===== src/rtl/instruction_fetch_unit_if.sv =====
// Fetch-stage control/address bundle between the core's decode/execute and the fetch unit.
// master = core side (drives strobes), slave = instruction_fetch_unit.
interface instruction_fetch_unit_if #(
    parameter int unsigned ADDR_WIDTH   = 16,
    parameter int unsigned TARGET_WIDTH = 8,
    parameter int unsigned STACK_DEPTH  = 8
);
    localparam int unsigned DEPTH_W = $clog2(STACK_DEPTH) + 1;

    logic                    stall;
    logic                    branch_taken;
    logic                    call;
    logic                    ret;
    logic [TARGET_WIDTH-1:0] target;
    logic [ADDR_WIDTH-1:0]   ip;
    logic [DEPTH_W-1:0]      stack_depth;
    logic                    stack_error;

    modport master (
        output stall, branch_taken, call, ret, target,
        input  ip, stack_depth, stack_error
    );

    modport slave (
        input  stall, branch_taken, call, ret, target,
        output ip, stack_depth, stack_error
    );
endinterface


===== src/rtl/instruction_fetch_unit.sv =====
// Program counter with hardware return-address stack, feeding the instruction ROM address.
// Optional macro FETCH_STACK_GUARD_EN: sticky overflow/underflow error that freezes the unit.
module instruction_fetch_unit #(
    parameter int unsigned ADDR_WIDTH   = 16,
    parameter int unsigned TARGET_WIDTH = 8,
    parameter int unsigned STACK_DEPTH  = 8
) (
    input logic                      clk,
    input logic                      reset,
    instruction_fetch_unit_if.slave  bus
);
    localparam int unsigned SP_W    = $clog2(STACK_DEPTH);
    localparam int unsigned DEPTH_W = SP_W + 1;
    localparam logic [DEPTH_W-1:0] DEPTH_FULL = DEPTH_W'(STACK_DEPTH);

    logic [ADDR_WIDTH-1:0] ip_q, ip_d, ip_inc;
    logic [SP_W-1:0]       sp_q, sp_d, sp_dec;
    logic [DEPTH_W-1:0]    depth_q, depth_d;
    logic [ADDR_WIDTH-1:0] stack_q [STACK_DEPTH];
    logic                  push;
    logic                  full, empty;
    logic                  frozen, ret_fault, call_fault;

    assign full   = (depth_q == DEPTH_FULL);
    assign empty  = (depth_q == '0);
    assign ip_inc = ip_q + ADDR_WIDTH'(1);
    assign sp_dec = sp_q - SP_W'(1);

`ifdef FETCH_STACK_GUARD_EN
    logic err_q;
    logic err_trip;

    // Overflow/underflow is only flagged for the strobe that actually wins priority.
    assign ret_fault  = empty;
    assign call_fault = full;
    assign frozen     = err_q;
    assign err_trip   = ~bus.stall & ~err_q &
                        ((bus.ret & empty) | (~bus.ret & bus.call & full));

    always_ff @(posedge clk) begin
        if (reset) begin
            err_q <= 1'b0;
        end else if (err_trip) begin
            err_q <= 1'b1;
        end
    end

    assign bus.stack_error = err_q;
`else
    assign ret_fault       = 1'b0;
    assign call_fault      = 1'b0;
    assign frozen          = 1'b0;
    assign bus.stack_error = 1'b0;
`endif

    // Next-state: priority ret > call > branch > sequential, all gated by stall/freeze.
    always_comb begin
        ip_d    = ip_q;
        sp_d    = sp_q;
        depth_d = depth_q;
        push    = 1'b0;
        if (!(bus.stall || frozen)) begin
            if (bus.ret) begin
                if (!ret_fault) begin
                    sp_d = sp_dec;
                    ip_d = stack_q[sp_dec];
                    if (!empty) begin
                        depth_d = depth_q - DEPTH_W'(1);
                    end
                end
            end else if (bus.call) begin
                if (!call_fault) begin
                    push = 1'b1;
                    sp_d = sp_q + SP_W'(1);
                    ip_d = ADDR_WIDTH'(bus.target);
                    if (!full) begin
                        depth_d = depth_q + DEPTH_W'(1);
                    end
                end
            end else if (bus.branch_taken) begin
                ip_d = ADDR_WIDTH'(bus.target);
            end else begin
                ip_d = ip_inc;
            end
        end
    end

    always_ff @(posedge clk) begin
        if (reset) begin
            ip_q    <= '0;
            sp_q    <= '0;
            depth_q <= '0;
        end else begin
            ip_q    <= ip_d;
            sp_q    <= sp_d;
            depth_q <= depth_d;
        end
    end

    // Stack contents are don't-care after reset, so the array carries no reset.
    always_ff @(posedge clk) begin
        if (!reset && push) begin
            stack_q[sp_q] <= ip_inc;
        end
    end

    assign bus.ip          = ip_q;
    assign bus.stack_depth = depth_q;
endmodule


===== src/flat_wrapper.sv =====
// flat-port wrapper written by rule: the top's interface ports become plain ports
module instruction_fetch_unit_flat 
#(
    parameter int unsigned ADDR_WIDTH   = 16,
    parameter int unsigned TARGET_WIDTH = 8,
    parameter int unsigned STACK_DEPTH  = 8
)
  (clk, reset, bus_stall, bus_branch_taken, bus_call, bus_ret, bus_target, bus_ip, bus_stack_depth, bus_stack_error);
  instruction_fetch_unit_if #(.ADDR_WIDTH(ADDR_WIDTH), .TARGET_WIDTH(TARGET_WIDTH), .STACK_DEPTH(STACK_DEPTH)) bus_i ();
  input logic clk;
  input logic reset;
  input wire logic [$bits(bus_i.stall)-1:0] bus_stall;
  input wire logic [$bits(bus_i.branch_taken)-1:0] bus_branch_taken;
  input wire logic [$bits(bus_i.call)-1:0] bus_call;
  input wire logic [$bits(bus_i.ret)-1:0] bus_ret;
  input wire logic [$bits(bus_i.target)-1:0] bus_target;
  output wire logic [$bits(bus_i.ip)-1:0] bus_ip;
  output wire logic [$bits(bus_i.stack_depth)-1:0] bus_stack_depth;
  output wire logic [$bits(bus_i.stack_error)-1:0] bus_stack_error;
  assign bus_i.stall = bus_stall;
  assign bus_i.branch_taken = bus_branch_taken;
  assign bus_i.call = bus_call;
  assign bus_i.ret = bus_ret;
  assign bus_i.target = bus_target;
  assign bus_ip = bus_i.ip;
  assign bus_stack_depth = bus_i.stack_depth;
  assign bus_stack_error = bus_i.stack_error;
  instruction_fetch_unit #(.ADDR_WIDTH(ADDR_WIDTH), .TARGET_WIDTH(TARGET_WIDTH), .STACK_DEPTH(STACK_DEPTH)) u_core (.clk(clk), .reset(reset), .bus(bus_i));
endmodule

===== config.mk =====
export PLATFORM = sky130hd
export DESIGN_NAME = instruction_fetch_unit_flat
export DESIGN_NICKNAME = d
export VERILOG_FILES = /design/src/rtl/instruction_fetch_unit_if.sv /design/src/rtl/instruction_fetch_unit.sv /design/src/flat_wrapper.sv
export SDC_FILE = /design/constraint.sdc
export NUM_CORES = 1
export LEC_CHECK = 0
export BUFFER_PORTS_ARGS = -buffer_cell sky130_fd_sc_hd__buf_4
export CAP_MARGIN = 20
export CORE_ASPECT_RATIO = 0.6
export CORE_UTILIZATION = 61
export DETAILED_ROUTE_END_ITERATION = 8
export GPL_TIMING_DRIVEN = 0
export PLACE_DENSITY = 0.8
export SLEW_MARGIN = 20
export SYNTH_ARGS = -nofsm -noshare
export SYNTH_HDL_FRONTEND = slang
export SYNTH_SLANG_ARGS = --single-unit

===== constraint.sdc =====
create_clock -name clk -period 3.1 [get_ports clk]
set_input_delay 0.465 -clock clk [delete_from_list [all_inputs] [get_ports clk]]
set_output_delay 0.465 -clock clk [all_outputs]
set_load 0.005 [all_outputs]

==> metrics.md <==
| Metric | Value |
|---|---|
| Total power | `0.005097 W` |
| First-pass GRT wire length | `23150 um` |
| Asr flop ratio synth | `0%` |
| Final hold slack | `0.4550 ns` |
| Clock latency on the worst-skew pair | `0.43 ns` |
| Core area | `10120 um2` |
| Mux cell area share after synthesis | `11.37%` |
| Cells after Synth | `416` |
| DP Wirelength | `10130 um` |
| Reg2reg start | `u_core.sp_q[0]` |
| Routed WL | `15290 um` |
| Lkg Pwr | `2.650 nW` |
| CP startpoint kind | `register` |
| Resized Gates After CTS | `0` |
| Total CTS buffers | `17` |
| Gr ovfl total | `0` |
| Die area | `11110 um2` |
| # hold bufs at CTS | `0` |
| Vias per cell | `6.558` |
| Final Max Slew Viols | `0` |
| MaxCap Viol Count | `0` |
| Vias in the first global route | `3988` |
| Post-Synth Adder-Cell Area | `1.267%` |
| Final worst-path setup slack | `0.2082 ns` |
| Crit share post-route | `93.28%` |
| Largest fanout on the critical path | `10` |
| Gr usage total | `30.11%` |
| Hold Path Class | `in2reg` |
| Final Hold Viols | `0` |
| Tmin final | `2.892 ns` |
| Clock transition at path regs | `0.06 ns` |
| IO buf count | `32` |
| Critical Path AT | `3.16 ns` |
| Outcome | `complete, no violations` |
| Share of the synthesized area in the top cell type | `58.99%` |
| Syn_nets | `436` |
| Synth Area in Compound Gates | `8.756%` |
| Post-layout util | `75.75%` |
| Top cells by count, synth | `128 x edfxtp_1, 32 x nor2_1, 23 x dfxtp_1` |
| Initial antenna violation count | `0` |
| Synth Register Bits | `151` |
| Synthesized cell area | `6516 um2` |
| Antenna-violating nets left | `0` |
| Clock Sinks | `151` |
| Yosys warning total | `0` |
| Highest clock rate | `0.3458 GHz` |
| Pin count of the biggest net entering global routing | `17` |
| Hold Path Stages | `4` |
| XOR/XNOR Fraction of Synth Area | `2.938%` |
| Top-count cell post-synth | `edfxtp_1` |
| Worst R2R Path Depth | `10` |
| CTS root buffer | `clkbuf_16` |
| Share of cells above drive strength 1 | `26.33%` |
| Clk buf depth | `2` |
| First-pass DRT Iterations | `5` |
| Area contributors post-synth | `edfxtp_1 59%, dfxtp_1 7.1%, mux4_2 6.6%, mux2i_1 2.6%, mux4_1 2.0%` |
| Placement row count | `28` |
| Die Height | `82.06 um` |
| EDFF count, synth | `128` |
| Netlist cell types | `50` |
| Die W | `135.4 um` |
| Max_slew headroom | `46.45%` |
| Hold Path Sink | `u_core.bus.ip[3]` |
| Worst r2r dst | `u_core.bus.ip[6]` |
| CTS tree | `built` |
| Place WS | `0.1363 ns` |
| CP Data Required Time | `3.37 ns` |
| Worst R2R Setup Slack | `0.21 ns` |
| Mean area per synthesized cell | `15.66 um2` |
| Clock skew | `0.007537 ns` |
| Peak supply drop | `0.0004760 V` |
| Ports | `35` |
| Fin nets | `497` |
| Yosys top cell by area | `edfxtp_1` |
| Setup TNS | `0 ns` |
| Initial core utilization | `64.36%` |
| 1st-iter DRT viols | `596` |
| Sequential fraction of the synthesis area | `66.05%` |
| Main flop type after synthesis | `edfxtp_1` |
| Final GP Congestion | `0.8487` |
| Largest family of logic cells by synthesized area | `multiplexers` |
| Setup Fix Bufs, Post-CTS | `0` |
| Slew @ Worst Pin | `0.7975 ns` |
| Critical hold path startpoint | `bus_target[3]` |
| Simple-gate share of the synthesized area | `6.260%` |
| # H-tree levels | `4` |
| Syn-to-layout area delta | `17.70%` |
| CP endpoint kind | `register` |
| Diode count | `0` |
| Worst setup path class | `reg2reg` |
| # DRC | `0` |
| RSZ-0062 raised after global routing | `no` |
| Setup Viol. Count Final | `0` |
| DR WL/cell | `24.47 um` |
| Filler Cell Count | `586` |
| Critical Path Source | `u_core.sp_q[0]` |
| PwrDens | `664.6 nW/um2` |
| Vias post-DR | `4099` |
-- routing by layer --
layer	vias up	part of all wire, %	global-route usage (%)
met5	-	0	0
met4	0	1.9	11.35
met3	30	9.6	7.840
met2	239	47	46.67
met1	2077	42	41.55
li1	1753	-	-
-- final cells by class --
| type | count | area, um2 | area share (%) |
|---|---|---|---|
| sequential | 151 | 4304 | 56.12 |
| tap | 135 | 168.9 | 2.202 |
| clock buffer | 18 | 429.2 | 5.595 |
| timing repair buffer | 42 | 360.3 | 4.698 |
| inverter | 19 | 71.32 | 0.9299 |
| multi-input combinational | 224 | 2022 | 26.36 |
| clock inverter | 14 | 170.2 | 2.219 |
| buffer | 22 | 143.9 | 1.876 |
-- metrics by stage --
step	std cells	area [um2]
final	625	7670
after global routing	625	7670
after CTS	625	7670
after detailed placement	593	7071
after global placement	583	6925
after floorplan	416	6516
-- state kept, by name, indices dropped and copies added (netlist names) --
name                    flops
u_core.stack_q            128
u_core.bus.stack_depth      4
u_core.sp_q                 3
u_core.bus.ip              16
-- how the worst max path moves through the flow --
stage	endpoint	slack (ns)	cells after the start
2_1_floorplan	u_core.stack_q[0][0]	0.34	5
3_3_place_gp	u_core.stack_q[0][10]	-1.16	6
3_5_place_dp	u_core.stack_q[1][2]	0.14	8
4_1_cts	u_core.bus.ip[6]	0.20	10
5_1_grt	u_core.bus.ip[6]	0.06	10
6_report	u_core.bus.ip[6]	0.21	10
-- critical path, stage by stage, from the launching register on --
cell and delay, ns:
dfxtp_1 0.37, buf_6 0.22, buf_6 0.22, inv_1 0.09, ha_1 0.28, buf_2 0.18, buf_6 0.19, buf_2 0.30
mux4_2 0.38, a221oi_2 0.35, a221oi_1 0.14
-- kinds of logic (layout without fill, tap and decap cells) --
family,count (synthesis),in the layout
buffers and inverters,41,115
multiplexers,42,42
AO/OA/AOI/OAI,73,73
AND/OR/NAND/NOR,81,81
XOR/XNOR,21,21
adder cells (fa/ha/maj),6,6
flip-flops,151,151
other,1,1
-- cells in the final DEF (no fill, tap or decap), types with 6 or more instances in the layout --
| cell type | instances |
|---|---|
| edfxtp_1 | 128 |
| buf_4 | 39 |
| nor2_1 | 26 |
| dfxtp_1 | 23 |
| inv_1 | 19 |
| mux4_2 | 19 |
| a21oi_1 | 18 |
| mux2i_1 | 17 |
| clkbuf_16 | 17 |
| xnor2_1 | 15 |
| a221oi_1 | 14 |
| nand2_1 | 12 |
| a22oi_1 | 10 |
| nor3_1 | 8 |
| clkbuf_1 | 7 |
| buf_2 | 6 |
| nor2_2 | 6 |
| o21bai_1 | 6 |
-- power breakdown --
part / leakage, nW / switching (W) / internal, W
clock network: 0.287 / 0.000840 / 0.00127
registers: 1.36 / 0.0000512 / 0.00227
logic: 1.00 / 0.000369 / 0.000291
Power figures use the tool's default switching activity.
